**src/rtl/cmp_pkg.sv**
```systemverilog
// Shared definitions for the bit-serial magnitude comparator.
// Holds the FSM state encoding and the default operand width.
// No logic; imported by the controller.
package cmp_pkg;

  localparam int CMP_WIDTH_DEFAULT = 8;

  // 2'd3 is unused and steers back to ST_IDLE in the controller
  typedef enum logic [1:0] {
    ST_IDLE = 2'd0,
    ST_RUN  = 2'd1,
    ST_DONE = 2'd2
  } state_t;

endpackage

```
**src/rtl/compare_bit_slice.sv**
```systemverilog
// 1-bit magnitude comparator slice producing one-hot gt/lt/eq.
// Latency: purely combinational, zero cycles.
// Backpressure: none; evaluated every cycle on whatever bit is presented.
module compare_bit_slice (
  input  logic i_a,
  input  logic i_b,
  output logic o_gt,
  output logic o_lt,
  output logic o_eq
);

  assign o_gt = i_a & ~i_b;
  assign o_lt = ~i_a & i_b;
  assign o_eq = ~(i_a ^ i_b);

endmodule

```
**src/rtl/serial_compare_ctrl.sv**
```systemverilog
// Bit-serial unsigned compare of two WIDTH-bit operands, MSB first, early exit.
// Latency: done 2 cycles after accept when MSB differs, WIDTH+1 when equal.
// Backpressure: start is only sampled in IDLE; requests in RUN/DONE are dropped.
module serial_compare_ctrl
  import cmp_pkg::*;
#(
  parameter int WIDTH = CMP_WIDTH_DEFAULT
) (
  input  logic             i_clk,
  input  logic             i_rst,
  input  logic             i_start,
  input  logic [WIDTH-1:0] i_a,
  input  logic [WIDTH-1:0] i_b,
  output logic             o_busy,
  output logic             o_done,
  output logic             o_a_gt_b,
  output logic             o_a_lt_b,
  output logic             o_a_eq_b
);

  localparam int IW = (WIDTH > 1) ? $clog2(WIDTH) : 1;

  state_t           r_state;
  state_t           w_next_state;
  logic [WIDTH-1:0] r_a;
  logic [WIDTH-1:0] r_b;
  logic [IW-1:0]    r_idx;
  logic             r_gt;
  logic             r_lt;
  logic             r_eq;

  logic             w_load;
  logic             w_dec;
  logic             w_finish;
  logic             w_slice_gt;
  logic             w_slice_lt;
  logic             w_slice_eq;

  compare_bit_slice u_slice (
    .i_a  (r_a[r_idx]),
    .i_b  (r_b[r_idx]),
    .o_gt (w_slice_gt),
    .o_lt (w_slice_lt),
    .o_eq (w_slice_eq)
  );

  // State register
  always_ff @(posedge i_clk) begin
    if (i_rst) r_state <= ST_IDLE;
    else       r_state <= w_next_state;
  end

  // Next-state decode; busy/done come straight from state, no input paths
  always_comb begin
    w_next_state = r_state;
    o_busy       = 1'b0;
    o_done       = 1'b0;
    w_load       = 1'b0;
    w_dec        = 1'b0;
    w_finish     = 1'b0;
    case (r_state)
      ST_IDLE: begin
        if (i_start) begin
          w_load       = 1'b1;
          w_next_state = ST_RUN;
        end
      end
      ST_RUN: begin
        o_busy = 1'b1;
        // Exit at idx==0 wins over the decrement so idx never wraps
        if (!w_slice_eq || (r_idx == '0)) begin
          w_finish     = 1'b1;
          w_next_state = ST_DONE;
        end else begin
          w_dec = 1'b1;
        end
      end
      ST_DONE: begin
        o_done       = 1'b1;
        w_next_state = ST_IDLE;
      end
      default: w_next_state = ST_IDLE;
    endcase
  end

  // Operand capture, bit index walk and result flags
  always_ff @(posedge i_clk) begin
    if (i_rst) begin
      r_a   <= '0;
      r_b   <= '0;
      r_idx <= '0;
      r_gt  <= 1'b0;
      r_lt  <= 1'b0;
      r_eq  <= 1'b0;
    end else begin
      if (w_load) begin
        r_a   <= i_a;
        r_b   <= i_b;
        r_idx <= IW'(WIDTH - 1);
        r_gt  <= 1'b0;
        r_lt  <= 1'b0;
        r_eq  <= 1'b0;
      end
      if (w_dec) begin
        r_idx <= r_idx - IW'(1);
      end
      // Slice outputs are one-hot, so exactly one flag gets set here
      if (w_finish) begin
        r_gt <= w_slice_gt;
        r_lt <= w_slice_lt;
        r_eq <= w_slice_eq;
      end
    end
  end

  assign o_a_gt_b = r_gt;
  assign o_a_lt_b = r_lt;
  assign o_a_eq_b = r_eq;

endmodule

```
**config.mk**
```make
export PLATFORM = sky130hd
export DESIGN_NAME = serial_compare_ctrl
export DESIGN_NICKNAME = d
export VERILOG_FILES = /design/src/rtl/cmp_pkg.sv /design/src/rtl/compare_bit_slice.sv /design/src/rtl/serial_compare_ctrl.sv
export SDC_FILE = /design/constraint.sdc
export NUM_CORES = 1
export LEC_CHECK = 0
export ABC_AREA = 1
export BUFFER_PORTS_ARGS = -buffer_cell sky130_fd_sc_hd__buf_4
export CORE_MARGIN = 5
export CORE_UTILIZATION = 47
export DETAILED_ROUTE_END_ITERATION = 12
export GPL_TIMING_DRIVEN = 0
export PLACE_DENSITY_LB_ADDON = 0.08
export SYNTH_ARGS = -nofsm -noshare
export SYNTH_HDL_FRONTEND = slang
export SYNTH_HIERARCHICAL = 1
export SYNTH_SLANG_ARGS = --single-unit
```
**constraint.sdc**
```tcl
create_clock -name i_clk -period 1.6 [get_ports i_clk]
set_input_delay 0.32 -clock i_clk [delete_from_list [all_inputs] [get_ports i_clk]]
set_output_delay 0.32 -clock i_clk [all_outputs]
set_load 0.02 [all_outputs]
```
==> results, run 1 <==
- The worst-path cell with the longest stage delay is dfxtp_4.
- The hold violation total from the final report is 0.
- The filler-free cell count of the finished design is ~230.
- Of the cells placed in the final design, the portion with a size suffix greater than 1 is 0.3202.
- The die covers between 3000 and 4000 µm².
- At the placement stage, the worst setup path has a slack of -180.3 ps.
- The static leakage is between 0.7 and 0.8 nW.
- In the final routed layout, each cell accounts on average for approximately 12 µm.
- The number of global-route vias before repair came to 1156.
- At the end of the flow the core is filled with cells to 0.6317.
- The number of flops mapped to enable cells by yosys is 0.
- Counting every net in the synthesized netlist gives 193.
- The number of different library cells in the post-synthesis netlist is 17.
- The synthesized area is 1166 µm².
- After detailed routing, the number of vias per cell comes to ~5.
- In the post-route analysis, the smallest setup slack over all paths is -112.9 ps.
- The number of cells after detailed placement is 223.
- The overall die height is about 60 µm.
- The run finished, with violations left.
- The most common cell in the synthesized netlist is nand2_1.
- The worst setup path is of the flip-flop to flip-flop kind.
- The cell class contributing the biggest share of worst-path delay is simple AND/OR/NAND/NOR gates.
- The initial antenna violation count is 0.
- The largest total area in the synthesized netlist belongs to dfxtp_1.
- The smallest hold slack is roughly 180 ps.
- Counting both buffers and inverters, the worst setup path holds a total of 3.
- The nature of the critical path endpoint is a flip-flop.
- Overall power consumption after layout is estimated at 2.070 mW.
- Across the run, the number of max-cap violations was 0.
- The most repeated library cell on the critical path is nand2_1.
- The final-report max-slew violation count is 0.
- The cell count after synthesis came out at 170.
- Sorting the synthesized cells by area gives the leading types as dfxtp_1, nand2_1, nor2_1, o21ai_1, inv_1.
- The clock slew seen by the registers of the worst setup and hold paths is 130 ps.
- After routing, the total negative slack on setup checks comes to -505.9 ps.
- Along the worst path, the maximum fanout reaches 5.
- The warning count from the yosys run is 6.
- The TritonCTS buffer count is 3.
- After layout, the minimum clock period comes to approximately 1700 ps.
- The buffer levels on the longest clock path is 2.
- After synthesis, the mean cell area works out to about 6.9 µm².
- The aggregate global routing overflow is 0.
- The total wire length after detailed routing is between 2 and 3 mm.
- The placed instances occupy a cell area of between 1000 and 1500 µm².
- Synthesis inferred 24 register bits.
- The min-delay analysis places its worst path in the category input port to flip-flop.
- The clock skew is ~5 ps.
- The power per unit of standard cell area is 1347 nW/µm².
- The later-pin clock latency in the skew report is roughly 320 ps.
- The routed layout has about 1100 vias.
- The kind of start point of the critical path is a flip-flop.
- After detailed routing, the number of remaining DRC violations is 0.
- The largest vdd supply drop is between 0.8 and 0.9 mV.
- The wire length of the first global-routing pass is 4.588 mm.
- The commonest cells after synthesis are nand2_1, nor2_1, dfxtp_1.
- The data arrival time of the critical path is 1940 ps.
- The leading register cell type out of synthesis is dfxtp_1.
- The pin count of the biggest net entering global routing is 14.
- The layout-stage area growth over the synthesis result is 31.76%.
- The fmax is just under 0.6 GHz.
- The final-layout fill cell count is 234.
- The endpoint required time on the critical path is approximately 1800 ps.
- The area share of the largest cell type after synthesis is 0.4120.
- Dividing the final minimum period by the clock period gives 1.071.
- The signal on the critical path passes through buf_6, nor2_4, nor2_2, nand2_1, nand2_1, nand2_1, nand2_2, inv_2, ha_4, inv_2, a21oi_4, nand3_1, nand2_1, nor2_1.
- The part of the Yosys area used for sequential elements is 0.4120.
- For the pin with the worst max-slew slack, the measured transition is 216.8 ps.
- During placement, the flow inserted port buffers numbering 23.
- In this run the number of H-tree levels came out at 1.
- The starting density of the core is 0.4794.
- The total number of clock tree sinks is 24.
- The share of async-settable or async-resettable flops after synthesis is 0.
- The first-pass iteration count of the detailed router is 5.
- The final reports fail on setup timing.
- The count of boundary I/O pins is 24.
- The final layout net count is between 200 and 250.
- Summing all multi-input logic gate instances after layout gives 616.8 µm².
- The die span in x is around 60 µm.
- The number of DRC violations after detailed-routing iteration 0 is 27.
- The final number of setup-violating endpoints is 6.
- For this design, the CTS-stage hold fixing added 0 buffers.
- TritonCTS built the clock tree.
- The core region is approximately 2400 µm².
- In this design, the stage delay of the slowest critical-path cell is ~400 ps.
- The antenna diode instance count is 0.
- The area of all placed cells without fillers is approximately 1500 µm².
- The count of nets left with antenna violations once routing finished came out at 0.
- The register area is about 480 µm².
- Row generation in the floorplan step produced 18 rows.
- The clock tree root driver cell is clkbuf_4.
- Setup repair after global routing could not meet its margin everywhere.
- The half-perimeter wire length of the detailed placement result is between 1.5 and 2 mm.
- In the global route stage, overall resource usage came out at 0.1674.
- The relative slew slack is 0.8551.
- The routability congestion estimate is between 0.8 and 0.9.
[registers in the layout, summed over array words and instances (netlist names)]
name / cells
r_state: 2
r_idx: 3
o_a_gt_b: 1
o_a_eq_b: 1
o_a_lt_b: 1
r_b: 8
r_a: 8
[worst paths after layout]
kind | start | to | slack (ps) | cells past startpoint
min | i_rst | r_state[1] | 180 | 2
max | r_idx[0] | r_idx[0] | -110 | 14
max reg2reg | r_idx[0] | r_idx[0] | -110 | 14
min reg2reg | r_a[6] | r_a[6] | 470 | 2
[power breakdown]
group | switching (mW) | internal (mW)
Clock | 0.189 | 0.139
Sequential | 0.0589 | 0.694
Combinational | 0.550 | 0.439
Total | 0.798 | 1.27
[cells by family (layout without fill, tap and decap cells)]
logic type,after synthesis,count (layout),share of synthesized area
simple gates,85,85,0.3069
buf+inv,29,62,0.1148
compound gates,28,28,0.1234
flops,24,24,0.4120
fa+ha+maj,4,4,0.04292
[layout make-up]
| class | instances | area share |
|---|---|---|
| Clock buffer | 4 | 0.02362 |
| Tap cell | 30 | 0.02443 |
| Inverter | 21 | 0.05130 |
| Buffer | 7 | 0.03665 |
| Multi-Input combinational cell | 117 | 0.4015 |
| Sequential cell | 24 | 0.3151 |
| Timing Repair Buffer | 30 | 0.1474 |
[metal layers]
metal | vias up | share of wire | track usage
met5 | - | 0 | 0
met4 | 0 | 0.021 | 0.08228
met3 | 7 | 0.051 | 0.02376
met2 | 31 | 0.49 | 0.2901
met1 | 505 | 0.44 | 0.1995
li1 | 593 | - | -
[what timing repair did]
item,CTS,global route
endpoints found under the setup margin,8,8
gates resized for setup,13,10
cloned,1,0
pin swaps,5,11
setup buffers,4,2
[cells in the final DEF (no fill, tap or decap), drive strengths merged]
cell	count
nand4	3
buf	37
nand2	42
a21oi	12
nand3	7
inv	21
nor2	33
ha	4
o21ai	16
dfxtp	24
clkbuf	4
[worst register-to-register path, stage by stage, from the launching register on]
cell and delay, ps:
dfxtp_4 400, buf_6 130, nor2_4 40, nor2_2 90, nand2_1 50, nand2_1 50, nand2_1 50, nand2_2 90
inv_2 50, ha_4 280, inv_2 50, a21oi_4 150, nand3_1 90, nand2_1 70, nor2_1 40
(Power assumes the default switching activity.)
==> inputs of run 2 (changes only) <==
==> constraint.sdc (replaced) <==
create_clock -name i_clk -period 1.6 [get_ports i_clk]
set_input_delay 0.08 -clock i_clk [delete_from_list [all_inputs] [get_ports i_clk]]
set_output_delay 0.08 -clock i_clk [all_outputs]
set_load 0.02 [all_outputs]
==> run 2 against run 1 <==
The run still ends with setup timing left. Power increased by 0.30%. Clock skew decreased by 1.2 ps. Non-clock buffer count increased by 7. Sequential power about the same.
==> results, run 2 (same netlist as run 1, synthesis figures left out) <==
- The number of remaining DRC errors is 0.
- The TritonCTS buffer count is 3.
- Of the available clock period, the critical path in the final layout requires 1.071.
- The final layout net count is 234.
- Tracing the worst setup path back leads to its startpoint at r_idx[0].
- The routability congestion estimate is 0.8321.
- The worst reg2reg path endpoint is r_idx[0].
- Dividing the detail-routed wire length by the instance count gives 11.41 µm.
- The flow ran to the end, but the final reports show violations.
- The total wire length after detailed routing is between 2 and 3 mm.
- In this run the tightest slew margin relative to its limit is 0.8558.
- The detailed-route via count is 1151.
- Hold is met by approximately 16 ps.
- Once placement finished, the instance area stood at ~1400 µm².
- After global routing the overflow that remains totals 0.
- The worst hold path was traced through 3 stages.
- The static leakage is 0.7770 nW.
- The wire length of the first global-routing pass is around 4.7 mm.
- The floorplan step set the die width to between 50 and 60 µm.
- STA classifies the critical path endpoint as a flip-flop.
- In this run the most critical hold path is launched from i_b[5].
- The top cell types in the final layout, fill and taps aside, are nand2_1, buf_4, nor2_1.
- During placement, the flow inserted port buffers numbering 23.
- The startpoint identified for the worst register-to-register timing path is r_idx[0].
- At the worst endpoint, the required time is about 1800 ps.
- The largest fanout on the critical path is 5.
- At the worst endpoint, the arrival time is 1940 ps.
- The minimum period implied by the final worst setup slack is 1713 ps.
- The antenna diode instance count is 0.
- In this run the worst hold path is classified as input port to flip-flop.
- The worst register-to-register path has a depth of 14.
- The commonest non-fill, non-tap cell in the layout is nand2_1.
- The buffer levels on the longest clock path is 2.
- The overall fraction of global-route tracks in use is 0.1723.
- Entering global routing, the biggest net connects 14 pins.
- The path with the worst hold slack has its endpoint at r_b[5].
- For the worst-skew pair, the clock arrives at the later sink with an insertion delay of 320 ps.
- The number of DRC violations after detailed-routing iteration 0 is 35.
- The full die area is ~3600 µm².
- The filler-free cell count of the finished design is 240.
- For this run, the detailed router's first-pass iteration total came to 4.
- The count of H-tree levels built during CTS is 1.
- The final worst-path setup slack is -113.3 ps.
- For this configuration, the core starts out at a cell density of 0.4794.
- The floorplan step set the die height to ~60 µm.
- Across the VDD grid, the largest voltage drop is between 0.8 and 0.9 mV.
- The final-report max-slew violation count is 0.
- Dividing the detail-routed via count by the number of cells gives between 4 and 5.
- For the final database, setup skew stands at between 3 and 4 ps.
- The clock net in this run drives a total of 24 sinks.
- The critical path in this run is classified as flip-flop to flip-flop.
- Clock-pin slew was measured on the worst setup and hold paths at ~140 ps.
- The half-perimeter wire length of the detailed placement result is roughly 1.9 mm.
- Setup violations remaining at the end of the flow were counted as 6.
- The kind of start point of the critical path is a flip-flop.
- The hold violation total from the final report is 0.
- The transition time of the tightest slew-check pin is ~220 ps.
- The finished cells cover between 1500 and 2000 µm².
- Dividing total power by cell area gives a power density of 1293 nW/µm².
- The number of cells after detailed placement is approximately 220.
- The final core utilization is 0.6605.
- Setup repair after global routing could not meet its margin everywhere.
- The worst setup slack for register-to-register paths is -110 ps.
- The overall power is ~2.1 mW.
- Row generation in the floorplan step produced 18 rows.
- The clock tree root driver cell is clkbuf_4.
- The count of boundary I/O pins is 24.
- Compared with the post-synthesis result, the final layout area differs by 37.77%.
- The final reports fail on setup timing.
- The number of global-route vias before repair is ~1200.
- The largest registers in the layout are r_a (8), r_b (8), r_idx (3).
- The initial antenna violation count came to 0.
- The number of max-capacitance violations reported is 0.
- Derived from the worst setup path, the maximum achievable clock frequency is 0.5837 GHz.
- Once detail routing completed, the nets flagged for antenna violations numbered 0.
- The area of the core region is roughly 2400 µm².
- The layout cell share with drive strength beyond 1 is 0.3095.
- TritonCTS built the clock tree.
run 2: metal layers:
layer  wire length, µm  track usage  up-vias
li1                  -            -      607
met1              1256       0.2060      514
met2              1319       0.2994       23
met3               104      0.02376        7
met4                59      0.08228        0
met5                 0            0        -
run 2: stage by stage:
stage                     TNS, ps  setup slack [ps]
final                      -510.1            -113.3
after global routing        -1431            -236.8
after global placement     -831.8            -161.0
after floorplan                 0            0.3335
after CTS                  -333.4            -73.40
after detailed placement   -950.3            -180.3
run 2: area by class of cell:
class                      instances  area (µm²)
multi-input combinational        117       616.8
sequential                        24       484.2
clock buffer                       4       36.28
timing repair buffer              37       296.5
buffer                             7       56.30
tap                               30       37.54
inverter                          21       78.83
fill                             220       825.8
run 2: critical path, stage by stage (launching register included):
cell     delay (ps)
dfxtp_4         400
buf_6           130
nor2_4           30
nor2_2           90
nand2_1          50
nand2_1          50
nand2_1          50
nand2_2          90
inv_2            50
ha_4            280
inv_2            50
a21oi_4         150
nand3_1          90
nand2_1          70
nor2_1           40
run 2: worst max-delay path by stage:
stage                     to  slack (ps)  cells past startpoint
floorplan           r_idx[2]         0.3                     14
global placement    r_idx[1]        -160                     14
detailed placement  r_idx[1]        -180                     14
CTS                 r_idx[1]         -70                     14
global route        r_idx[1]        -240                     14
finish              r_idx[0]        -110                     14
run 2: what timing repair did:
item                       4_1_cts  5_1_grt
hold buffers                     7        0
setup endpoints to repair        8        8
resized for setup               13       10
pin swaps                        5       11
buffers inserted                 4        2
hold endpoints to repair         8        0
gates cloned                     1        0
run 2: where the power goes:
part / total, mW / switching (mW) / internal [mW]
clock: 0.326 / 0.187 / 0.139
combinational: 0.998 / 0.549 / 0.449
sequential: 0.752 / 0.0580 / 0.694
==> inputs of run 3 (changes only) <==
--- a/config.mk
+++ b/config.mk
@@ -6,10 +6,10 @@
 export NUM_CORES = 1
 export LEC_CHECK = 0
 export ABC_AREA = 1
-export BUFFER_PORTS_ARGS = -buffer_cell sky130_fd_sc_hd__buf_4
 export CORE_MARGIN = 5
-export CORE_UTILIZATION = 47
+export CORE_UTILIZATION = 50
 export DETAILED_ROUTE_END_ITERATION = 12
+export DONT_BUFFER_PORTS = 1
 export GPL_TIMING_DRIVEN = 0
 export PLACE_DENSITY_LB_ADDON = 0.08
 export SYNTH_ARGS = -nofsm -noshare
==> run 3 against run 2 <==
Fmax down 0.28%. Highest routed layer unchanged. The flow still finishes with violations (setup timing). Setup slack worse by 4.9 ps. Wire length up 5.4%. Die area down 5.0%. Register-to-register slack about the same. Global-route usage up 0.21 points. Clock power down 18%. Flip-flop and latch count unchanged. Critical path depth down 2. Largest power group unchanged. Clock skew up 0.71 ps.
==> results, run 3 (same netlist as run 1, synthesis figures left out) <==
- The routability congestion estimate is 0.8351.
- The depth of the worst register-to-register path is 12.
- Summed over all nets, the half-perimeter wirelength after detailed placement is around 1.8 mm.
- The worst-path cell with the longest stage delay is dfxtp_4.
- The cell class contributing the biggest share of worst-path delay is simple AND/OR/NAND/NOR gates.
- The final-report max-slew violation count is 0.
- The data arrival time of the critical path is approximately 2000 ps.
- Data on the critical path is required at its endpoint by roughly 1800 ps.
- The signal on the critical path passes through buf_6, nand2_1, nand2_1, nand2_1, nand2_1, nand2_2, ha_4, inv_4, a21oi_4, nand3_1, nand2_1, nor2_1.
- The worst setup slack before clock tree synthesis is -167.3 ps.
- The aggregate global routing overflow is 0.
- The total number of clock tree sinks is 24.
- The power per unit of standard cell area is 1286 nW/µm².
- The final period utilization is 1.074.
- The standard cell area after detailed placement is ~1200 µm².
- The net load switching power is 0.8346 mW.
- The largest registers in the layout are r_a (8), r_b (8), r_idx (3).
- The clock skew is around 4.6 ps.
- Leaving out fill and tap cells, the most frequent cells in the layout are nand2_1, nor2_1, dfxtp_1.
- STA classifies the critical path startpoint as a flip-flop.
- The buffering stage count on the worst path with inverters included is 2.
- In this run the worst path has a maximum fanout of 8.
- The first global-routing pass estimated 4.671 mm of wire.
- The full die area is around 3400 µm².
- The detailed-route via count is roughly 1200.
- The share of total power dissipated in the clock network is 0.131.
- The worst register-to-register path begins at r_idx[0].
- Using the TritonRoute via totals, the vias-per-cell ratio works out to around 5.2.
- The start point of the critical path is r_idx[0].
- The nature of the critical path endpoint is a flip-flop.
- After clock tree synthesis, the clock-pin slew on the worst setup and hold paths is roughly 130 ps.
- The critical path runs through a total of 12 cells.
- The overall fraction of global-route tracks in use is 0.1743.
- Setup repair after global routing could not meet its margin everywhere.
- The area of the core region is 2212 µm².
- The die span in x is 58.30 µm.
- On the worst path, the slowest cell contributes a delay of about 430 ps.
- The path class of the tightest hold or removal check is input port to flip-flop.
- The pin count of the biggest net entering global routing is 13.
- The count of input and output buffers is 0.
- Counting the fill cells in the layout gives approximately 190.
- The static leakage is a little over 0.7 nW.
- The critical path in this run is classified as flip-flop to flip-flop.
- Power comes to 2.052 mW.
- The flow ran to the end, but the final reports show violations.
- The final number of setup-violating endpoints is 6.
- The share of total power in sequential cells is 0.378.
- The overall die height is 58.30 µm.
- The longest clock path from root to sink contains 2 buffers.
- In this run the tightest slew margin relative to its limit is 0.7438.
- In the final routed layout, each cell accounts on average for 12.77 µm.
- The number of global-route vias before repair came to roughly 1100.
- Of the total power, combinational logic draws 0.491.
- The worst reg2reg path endpoint is r_idx[2].
- The worst setup slack for register-to-register paths is -120 ps.
- The later pin in the worst-skew pair is clocked with a latency of approximately 320 ps.
- After the last flow step, the layout net total stands at 223.
- The starting density of the core is 0.5271.
- The most repeated library cell on the critical path is nand2_1.
- The standard-cell row count is 17.
- The area of all placed cells without fillers is roughly 1600 µm².
- The number of max-capacitance violations reported is 0.
- The total wire length after detailed routing is just under 3 mm.
- The library cell used most frequently in the layout, excluding fill and tap cells, is nand2_1.
- During I/O placement, the number of pins put on the boundary was 24.
- After detailed routing, the number of remaining DRC violations is 0.
- The clock tree from TritonCTS is built.
- CTS built an H-tree with a depth of 1.
- The fmax is between 0.5 and 0.6 GHz.
- The initial antenna violation count was 0.
- At the pin with the least slew margin, the transition time is approximately 380 ps.
- The detail route stage leaves a number of antenna-violating nets equal to 0.
- After layout, the worst setup slack is -118.2 ps.
- The hold violation total from the final report is 0.
- The cell sitting at the root of the clock tree is a clkbuf_4.
- The capture point of the critical path is r_idx[2].
- Of the total power, the share spent switching nets is 0.4067.
- The tightest hold path in the finished design has a slack of 86.07 ps.
- The routed design could run at a clock period as short as 1718 ps.
- The final reports fail on setup timing.
- The largest vdd supply drop is 0.7925 mV.
- For this run, the detailed router's first-pass iteration total came to 4.
- The antenna diode instance count is 0.
- Of the cells placed in the final design, the portion with a size suffix greater than 1 is 0.2576.
- Once layout is complete, the utilization of the core stands at 0.7212.
- Compared with the post-synthesis result, the final layout area differs by 36.80%.
- The number of DRC violations after detailed-routing iteration 0 is 16.
- The TritonCTS buffer count is 3.
- The cell internal power dissipation is between 1 and 1.5 mW.
-- run 3: cell types whose count changed in the layout (fill, tap and decap cells not counted), sizes merged --
| cell | delta |
|---|---|
| buf | -23 |
| dlygate4sd3 | +12 |
| clkbuf | -1 |
-- run 3: how the worst min path moves through the flow --
| stage | start | to | slack [ps] | cells past startpoint |
|---|---|---|---|---|
| after floorplan | i_rst | r_state[0] | 150 | 1 |
| after global placement | i_rst | r_state[0] | 150 | 1 |
| after detailed placement | i_rst | r_state[0] | 150 | 1 |
| after CTS | i_start | r_b[2] | 130 | 4 |
| after global routing | i_start | r_idx[1] | 110 | 4 |
| final | i_start | r_idx[1] | 90 | 4 |
-- run 3: repair_timing --
item                       CTS  global route
gates cloned                 1             0
setup buffers                2             4
hold buffers                19             0
pin swaps                    2            16
gates resized for setup      8            31
setup endpoints to repair    8            10
hold endpoints to repair    21             0
-- run 3: per-stage QoR --
step           TNS, ps  cells
2_1_floorplan        0    170
3_3_place_gp    -703.1    198
3_5_place_dp    -840.3    198
4_1_cts         -191.0    222
5_1_grt          -1260    226
6_report        -461.7    226
-- run 3: worst reg2reg max path: stages (launching register included) --
cell and delay [ps]:
dfxtp_4 430, buf_6 150, nand2_1 70, nand2_1 60, nand2_1 60, nand2_1 70, nand2_2 80, ha_4 310
inv_4 40, a21oi_4 140, nand3_1 90, nand2_1 90, nor2_1 40
-- run 3: cell type report --
type	instances	area [µm²]	share of cell area
Timing Repair Buffer	26	250.2	0.1569
Buffer	7	56.30	0.03529
Sequential cell	24	485.5	0.3043
Tap cell	28	35.03	0.02196
Inverter	21	86.33	0.05412
Clock buffer	3	22.52	0.01412
Multi-Input combinational cell	117	659.4	0.4133
-- run 3: power groups by stage --
| stage | logic, mW | registers, mW | clock network, mW |
|---|---|---|---|
| finish | 1.01 | 0.776 | 0.268 |
| CTS | 0.767 | 0.767 | 0.271 |
| global placement | 0.678 | 0.760 | 0 |
| global route | 1.11 | 0.789 | 0.293 |
| floorplan | 0.570 | 0.751 | 0 |
| detailed placement | 0.693 | 0.764 | 0 |
-- run 3: per-layer routing --
layer	vias to the layer above	share of wire	wire length, µm	track usage
met3	7	0.036	105	0.03070
met5	-	0	0	0
li1	593	-	-	-
met2	21	0.51	1482	0.3110
met1	561	0.43	1232	0.2005
met4	0	0.022	64	0.07947
